===== src/rtl/vga_write_arbiter.sv =====
// Four-port pixel-write arbiter for the VGA frame buffer: port 0 is urgent,
// ports 1-3 share round-robin, one registered pixel write per cycle.
module vga_write_arbiter #(
  parameter int X_W     = 10,
  parameter int Y_W     = 9,
  parameter int TIMEOUT = 131072
) (
  input  logic             clk,
  input  logic             resetn,
  input  logic [3:0]       req,
  input  logic [3:0]       pix_valid,
  input  logic [4*X_W-1:0] x_in,
  input  logic [4*Y_W-1:0] y_in,
  input  logic [11:0]      col_in,
  output logic [3:0]       gnt,
  output logic [X_W-1:0]   oX,
  output logic [Y_W-1:0]   oY,
  output logic [2:0]       oColour,
  output logic             oPlot,
  output logic             busy,
  output logic             oTimeout
);

  localparam int HOLD_W = (TIMEOUT > 1) ? $clog2(TIMEOUT) : 1;

  localparam logic [1:0] IDLE  = 2'd0;
  localparam logic [1:0] GRANT = 2'd1;
  localparam logic [1:0] GAP   = 2'd2;

  logic [1:0]        state_q, state_d;
  logic [3:0]        gnt_q, gnt_d;
  logic [1:0]        last_q, last_d;
  logic [HOLD_W-1:0] hold_q, hold_d;
  logic [X_W-1:0]    ox_q, ox_d;
  logic [Y_W-1:0]    oy_q, oy_d;
  logic [2:0]        ocol_q, ocol_d;
  logic              oplot_q, oplot_d;
  logic              otimeout_q, otimeout_d;

  logic [1:0]        win;
  logic              win_found;
  logic [1:0]        cand;
  logic              g_req;
  logic              g_pv;
  logic [X_W-1:0]    g_x;
  logic [Y_W-1:0]    g_y;
  logic [2:0]        g_c;

  // Urgent port wins outright; otherwise scan ports last+1.. cyclically over 1..3.
  always_comb begin
    win       = 2'd0;
    win_found = 1'b0;
    cand      = 2'd1;
    if (!req[0]) begin
      for (int unsigned k = 1; k <= 3; k++) begin
        cand = 2'((32'(last_q) + k + 2) % 3 + 1);
        if (!win_found && req[cand]) begin
          win       = cand;
          win_found = 1'b1;
        end
      end
    end
  end

  always_comb begin
    g_req = 1'b0;
    g_pv  = 1'b0;
    g_x   = '0;
    g_y   = '0;
    g_c   = '0;
    for (int unsigned p = 0; p < 4; p++) begin
      if (gnt_q[p]) begin
        g_req = req[p];
        g_pv  = pix_valid[p];
        g_x   = x_in[p*X_W +: X_W];
        g_y   = y_in[p*Y_W +: Y_W];
        g_c   = col_in[p*3 +: 3];
      end
    end
  end

  always_comb begin
    state_d    = state_q;
    gnt_d      = gnt_q;
    last_d     = last_q;
    hold_d     = hold_q;
    ox_d       = ox_q;
    oy_d       = oy_q;
    ocol_d     = ocol_q;
    oplot_d    = 1'b0;
    otimeout_d = 1'b0;
    case (state_q)
      IDLE: begin
        if (|req) begin
          state_d = GRANT;
          gnt_d   = 4'b0001 << win;
          hold_d  = '0;
          if (win != 2'd0) last_d = win;
        end
      end
      GRANT: begin
        oplot_d = g_pv;
        if (g_pv) begin
          ox_d   = g_x;
          oy_d   = g_y;
          ocol_d = g_c;
        end
        hold_d = hold_q + 1'b1;
        // Release and preemption take precedence, so oTimeout marks only a true expiry.
        if (!g_req || (req[0] && !gnt_q[0])) begin
          state_d = GAP;
          gnt_d   = '0;
        end else if (hold_q == HOLD_W'(TIMEOUT - 1)) begin
          state_d    = GAP;
          gnt_d      = '0;
          otimeout_d = 1'b1;
        end
      end
      GAP: begin
        state_d = IDLE;
        gnt_d   = '0;
      end
      default: begin
        state_d = IDLE;
        gnt_d   = '0;
      end
    endcase
  end

  always_ff @(posedge clk) begin
    if (!resetn) begin
      state_q    <= IDLE;
      gnt_q      <= '0;
      last_q     <= 2'd3;
      hold_q     <= '0;
      ox_q       <= '0;
      oy_q       <= '0;
      ocol_q     <= '0;
      oplot_q    <= 1'b0;
      otimeout_q <= 1'b0;
    end else begin
      state_q    <= state_d;
      gnt_q      <= gnt_d;
      last_q     <= last_d;
      hold_q     <= hold_d;
      ox_q       <= ox_d;
      oy_q       <= oy_d;
      ocol_q     <= ocol_d;
      oplot_q    <= oplot_d;
      otimeout_q <= otimeout_d;
    end
  end

  assign gnt      = gnt_q;
  assign oX       = ox_q;
  assign oY       = oy_q;
  assign oColour  = ocol_q;
  assign oPlot    = oplot_q;
  assign oTimeout = otimeout_q;
  assign busy     = (state_q != IDLE);

endmodule


===== config.mk =====
export PLATFORM = sky130hd
export DESIGN_NAME = vga_write_arbiter
export DESIGN_NICKNAME = d
export VERILOG_FILES = /design/src/rtl/vga_write_arbiter.sv
export SDC_FILE = /design/constraint.sdc
export NUM_CORES = 1
export LEC_CHECK = 0
export CORE_MARGIN = 10
export CORE_UTILIZATION = 30
export CTS_BUF_LIST = sky130_fd_sc_hd__clkbuf_8
export CTS_CLUSTER_SIZE = 20
export DETAILED_ROUTE_END_ITERATION = 10
export PLACE_DENSITY_LB_ADDON = 0.12
export SLEW_MARGIN = 40
export SYNTH_ARGS = -nofsm -noshare
export SYNTH_HDL_FRONTEND = slang
export SYNTH_SLANG_ARGS = --single-unit

===== constraint.sdc =====
create_clock -name clk -period 2.7 [get_ports clk]
set_clock_uncertainty 0.15 [all_clocks]
set_input_delay 0.54 -clock clk [delete_from_list [all_inputs] [get_ports clk]]
set_output_delay 0.54 -clock clk [all_outputs]
set_load 0.01 [all_outputs]

== Yosys cells after proc, flatten, opt, wreduce, memory -nomap -nowiden ==
Cells that the tools add are included.

* Logic and storage cells: 96
* Bits of input ports: 98
* Bits in registers: 49
* Output and inout bits: 29

* Bitwise gates (word level): 2
* Order comparisons: 3
* Div/mod/pow operators: 3
* Eq/ne operators: 4
* Shift operators: 1
* Reduce and logical (&&, ||, !) cells: 19
* Multiplexer cells: 45
* Add/sub/neg operators: 10

{| class="wikitable"
|+ Operators with widths
! operator !! number
|-
| 32-bit by 2-bit modulo with 32-bit output, second input constant || 3
|-
| 10-bit two-way mux || 4
|-
| 9-bit two-way mux || 4
|-
| 17-bit one-hot mux with 2 select lines || 1
|-
| 17-bit by 1-bit adder with 17-bit output, second input constant || 1
|-
| 17-bit == test, second input constant || 1
|-
| 17-bit two-way mux || 1
|-
| 1-bit two-way mux || 16
|-
| 2-bit two-way mux || 7
|-
| 3-bit by 2-bit adder with 4-bit output, second input constant || 3
|-
| 3-bit two-way mux || 4
|-
| 4-bit two-way mux || 3
|-
| 2-bit by 3-bit less-than comparator with 1-bit output, second input constant || 3
|-
| 4-bit one-hot mux with 2 select lines || 1
|-
| 2-bit AND reduction || 4
|-
| 2-bit by 1-bit adder with 2-bit output, second input constant || 3
|-
| 2-bit by 2-bit adder with 3-bit output, second input constant || 2
|-
| 1-bit binary-select mux with 2-bit select || 3
|-
| 2-bit nonzero test || 3
|-
| 1-bit zero test || 4
|-
| 2-bit one-hot mux with 2 select lines || 1
|-
| 4-bit OR reduction || 1
|-
| 1-bit by 2-bit << shifter with 4-bit output, first input constant || 1
|-
| 2-bit by 1-bit adder with 3-bit output, second input constant || 1
|-
| 9 further kinds || 12
|}

== Depth between registers and ports, before layout ==
Gate-level depths: netlist of run 1.

* Word-level depth: 19
* Depth in mapped cells: 9
* Gate-level depth less buffers: 9

== Worst setup path after synthesis of run 1 ==
No wires, ideal clock.

* Path kind: reg2reg
* From: register last_q[0]
* To: register last_q[1]
* Library setup time: 0.120 ns
* Path slack: 0.429 ns
* Cell stages (with the launch flop): 8
* Data required time: 2.430 ns
* Period minus slack after synthesis: 2.271 ns
* Arrival time: 2.001 ns
* Path buffers: 0
* Cells stage by stage: dfxtp_1 inv_1 ha_1 mux4_1 nor3b_1 or3_4 nand3_1 a211o_1

* Word-level cells in the longest chain between the ends: 18
* Elaborated cells between the ends (all ways): 32
* Classes of those cells: add/sub: 9; div: 3; mux: 14; reduce/logical: 6

{| class="wikitable"
|+ RTL lines
! item !! RTL line !! text
|-
| start, declared || 32 || <nowiki>logic [1:0] last_q, last_d;</nowiki>
|-
| start signal, assigned || 144 || <nowiki>last_q <= last_d;</nowiki>
|-
| 2-bit by 1-bit adder with 3-bit output || 56 || <nowiki>cand = 2'((32'(last_q) + k + 2) % 3 + 1);</nowiki>
|-
| 3-bit by 2-bit adder with 4-bit output || 56 ||
|-
| 32-bit by 2-bit modulo with 32-bit output || 56 ||
|-
| 2-bit by 1-bit adder with 2-bit output || 56 ||
|-
| 1-bit binary-select mux with 2-bit select || 57 || <nowiki>if (!win_found && req[cand]) begin</nowiki>
|-
| 1-bit two-way mux (implied by the code) || 57 ||
|-
| 1-bit two-way mux || 57 ||
|-
| 1-bit two-way mux || 54 || <nowiki>if (!req[0]) begin</nowiki>
|-
| [... 2 more ...] || - ||
|-
| 1-bit two-way mux || 57 ||
|-
| 1-bit two-way mux || 54 ||
|-
| 1-bit zero test || 57 ||
|-
| 1-bit logical AND || 57 ||
|-
| 2-bit two-way mux * || 57 ||
|-
| 2-bit two-way mux * || 54 ||
|-
| 2-bit nonzero test || 98 || <nowiki>if (win != 2'd0) last_d = win;</nowiki>
|-
| 3-bit AND reduction (no source line) || - ||
|}

Every way passes the cells marked *; elsewhere a longest branch is shown, timed or not. The select of a mux whose other input is x is not followed.
A chain may end at the register's enable or synchronous reset.

== Worst setup path in the final report of run 1 ==
Same ends and word-level chain as after synthesis.

==> metrics.yaml, run 1 <==
run:
  max_cap_viol_count: 0
detailed_routing:
  vias: 3111
  drt_iter0_drc: 176
  wl_um: 10100
  drc_errors: 0
  vias_per_cell: 5.13
  wl_per_cell_um: 16.6
  dr.pass1.iters: 6
  ant_nets: 0
power:
  ir_drop_uv: 206
  powerDensity_nw_per_um2: 476
  p_leak_nw: 1.55
worst_setup_path:
  r2r-start: "last_q[0]"
  cp-start-kind: "flop"
  crit_arrival_ps: 2540
  crit_type: "reg -> reg"
  crit_path_start: "last_q[0]"
  reg2regPathDepth: 7
  critPathMaxFanout: 7
  required_ps: 2750
  reg2reg_to: "last_q[1]"
  end_kind: "flop"
  rrSetupSlack_ps: 210
global_routing:
  overflow: 0
  track_usage: 0.140
  antenna_found_initial: 0
  grt_max_degree: 46
  grt_pass1_vias: 3121
  grt_pass1_wl_um: 16100
synthesis:
  synth_top_cell_by_area: "dfxtp_1"
  yosys_most_used_dff: "dfxtp_1"
  synthArstFlopShare: 0
  yosysUniqueCellTypes: 52
  synth_edf_count: 0
  yosysMostFrequentCell: "a21oi_1"
  yosysSeqAreaShare: 0.345
  synth_cells: 360
  syn_nets: 462
  synth_top_area_frac: 0.345
  synth_common_cells: "a21oi_1 (53), dfxtp_1 (49), o21ai_0 (29), nor2b_1 (25), nor3_1 (25)"
  yosysWarnings: 0
  syn_avg_cell_area_um2: 7.90
  synth_area_leaders: "dfxtp_1 (35%), a21oi_1 (9.3%), a221oi_1 (6.8%)"
  netlist_area_um2: 2840
  synth-seq-cells: 49
sta:
  relSlewSlack: 0.512
  period_needed_ps: 2490
  min_period_over_period: 0.921
  hold_viol: 0
  finalSetupViolCount: 0
  fmax_mhz: 402
  rsz0062_at_grt: "false"
  maxSlewViolCount: 0
  layout_setup_ws_ps: 212
  worst_pin_slew_ps: 725
min_path:
  hp-start: "last_q[1]"
  min_to: "last_q[1]"
  hold_depth: 1
  hold_path_class: "reg -> reg"
floorplan:
  std_cell_rows: 35
  initial_utilization: 0.308
  dieArea_um2: 13800
  core_um2: 9240
  die_h_um: 117
  die_width_um: 117
  ios: 127
final_layout:
  layout.nets: 579
  area.growth.synth_to_final_pct: 53.0
  design_area_um2: 4350
  layoutNonFillerInstCount: 606
  drive_gt1_frac: 0.0692
  n_antenna_cell: 0
placed_design:
  io_buffers: 126
  post_dp_cell_area_um2: 4250
  place_ws_ps: -5.86
  place_inst: 599
  dp_hpwl_um: 7760
  place.gp.congestion: 0.859
clock_tree:
  cts_htree_levels: 2
  cts_resized: 0
  cts_tree: "built"
  hold_buffers: 0
  root_buffer: "clkbuf_8"
  cts_buffers: 5
  clockBufferDepth: 2
  clkTransAtPathRegs_ps: 90
  cts.sinks: 49
  clk_latency_ps: 300
  post_cts_buffers: 0
status:
  outcome: "completed"
critical path, stage by stage (launching register included):
cell and delay [ps]:
dfxtp_1 340, inv_1 60, ha_1 430, mux4_1 620, nor3b_1 220, or3_4 170
nand3_1 90, a211o_1 300
per-layer routing:
metal,routed length [µm],GRT usage,vias to the layer above
li1,-,-,1582
met1,4260,0.161,1421
met2,4640,0.225,100
met3,1040,0.0681,8
met4,136,0.0376,0
met5,0,0,-
how the worst max path moves through the flow:
stage	cells after the start	slack, ps	endpoint
2_1_floorplan	7	430	last_q[1]
3_3_place_gp	6	30	gnt[3]
3_5_place_dp	6	-6	gnt[3]
4_1_cts	7	220	last_q[1]
5_1_grt	6	50	gnt[3]
6_report	7	210	last_q[1]
stage by stage:
step	utilization	power, mW	hold WS, ps	setup TNS, ps
2_1_floorplan	-	1.23	293	0
4_1_cts	0.471	2.09	348	0
3_5_place_dp	0.459	1.57	336	-5.86
3_3_place_gp	0.459	1.57	328	0
5_1_grt	0.471	2.21	382	0
6_report	0.471	2.07	351	0
flip-flops by register name (all words and copies together), names as in the netlist:
| signal | flops |
|---|---|
| gnt | 4 |
| hold_q | 17 |
| last_q | 2 |
| oColour | 3 |
| oPlot | 1 |
| oTimeout | 1 |
| oX | 10 |
| oY | 9 |
| state_q | 2 |
layout make-up:
| class | count | area (µm²) |
|---|---|---|
| fill | 925 | 4890 |
| multi-input combinational | 273 | 1700 |
| timing repair buffer | 138 | 1360 |
| sequential | 49 | 981 |
| tap | 129 | 161 |
| clock buffer | 5 | 68.8 |
| inverter | 10 | 37.5 |
| clock inverter | 2 | 35.0 |
cells by family (layout without fill, tap and decap cells):
kind of cell	Yosys count	in the layout	synth area share
AND/OR/NAND/NOR	127	127	0.239
adder cells (fa/ha/maj)	4	4	0.0176
AO/OA/AOI/OAI	133	133	0.293
multiplexers	9	9	0.0484
buffers and inverters	38	155	0.0563
flip-flops	49	49	0.345
where the power goes:
part | switching [mW] | internal, mW | leakage (nW) | total [mW]
logic | 0.352 | 0.397 | 1.09 | 0.750
clock network | 0.245 | 0.270 | 0.0540 | 0.515
registers | 0.0344 | 0.771 | 0.397 | 0.805
total | 0.632 | 1.44 | 1.55 | 2.07
cells in the final DEF (no fill, tap or decap), types with 9 or more instances in the layout:
cell and n:
a221oi_1 22, nand2_1 19, o21ai_0 29, inv_1 10, dfxtp_1 49, clkdlybuf4s50_1 126, buf_4 11, a21oi_1 53
nor3_1 25, nor2_1 18, nand3_1 9, nor2b_1 25
(Power assumes the default switching activity.)
==> inputs of run 2 (changes only) <==
Settings changed: SKIP_CTS_REPAIR_TIMING set to 1.
==> results of run 2 <==
Same layout as run 1: the final DEF is identical, and so are final timing and power.
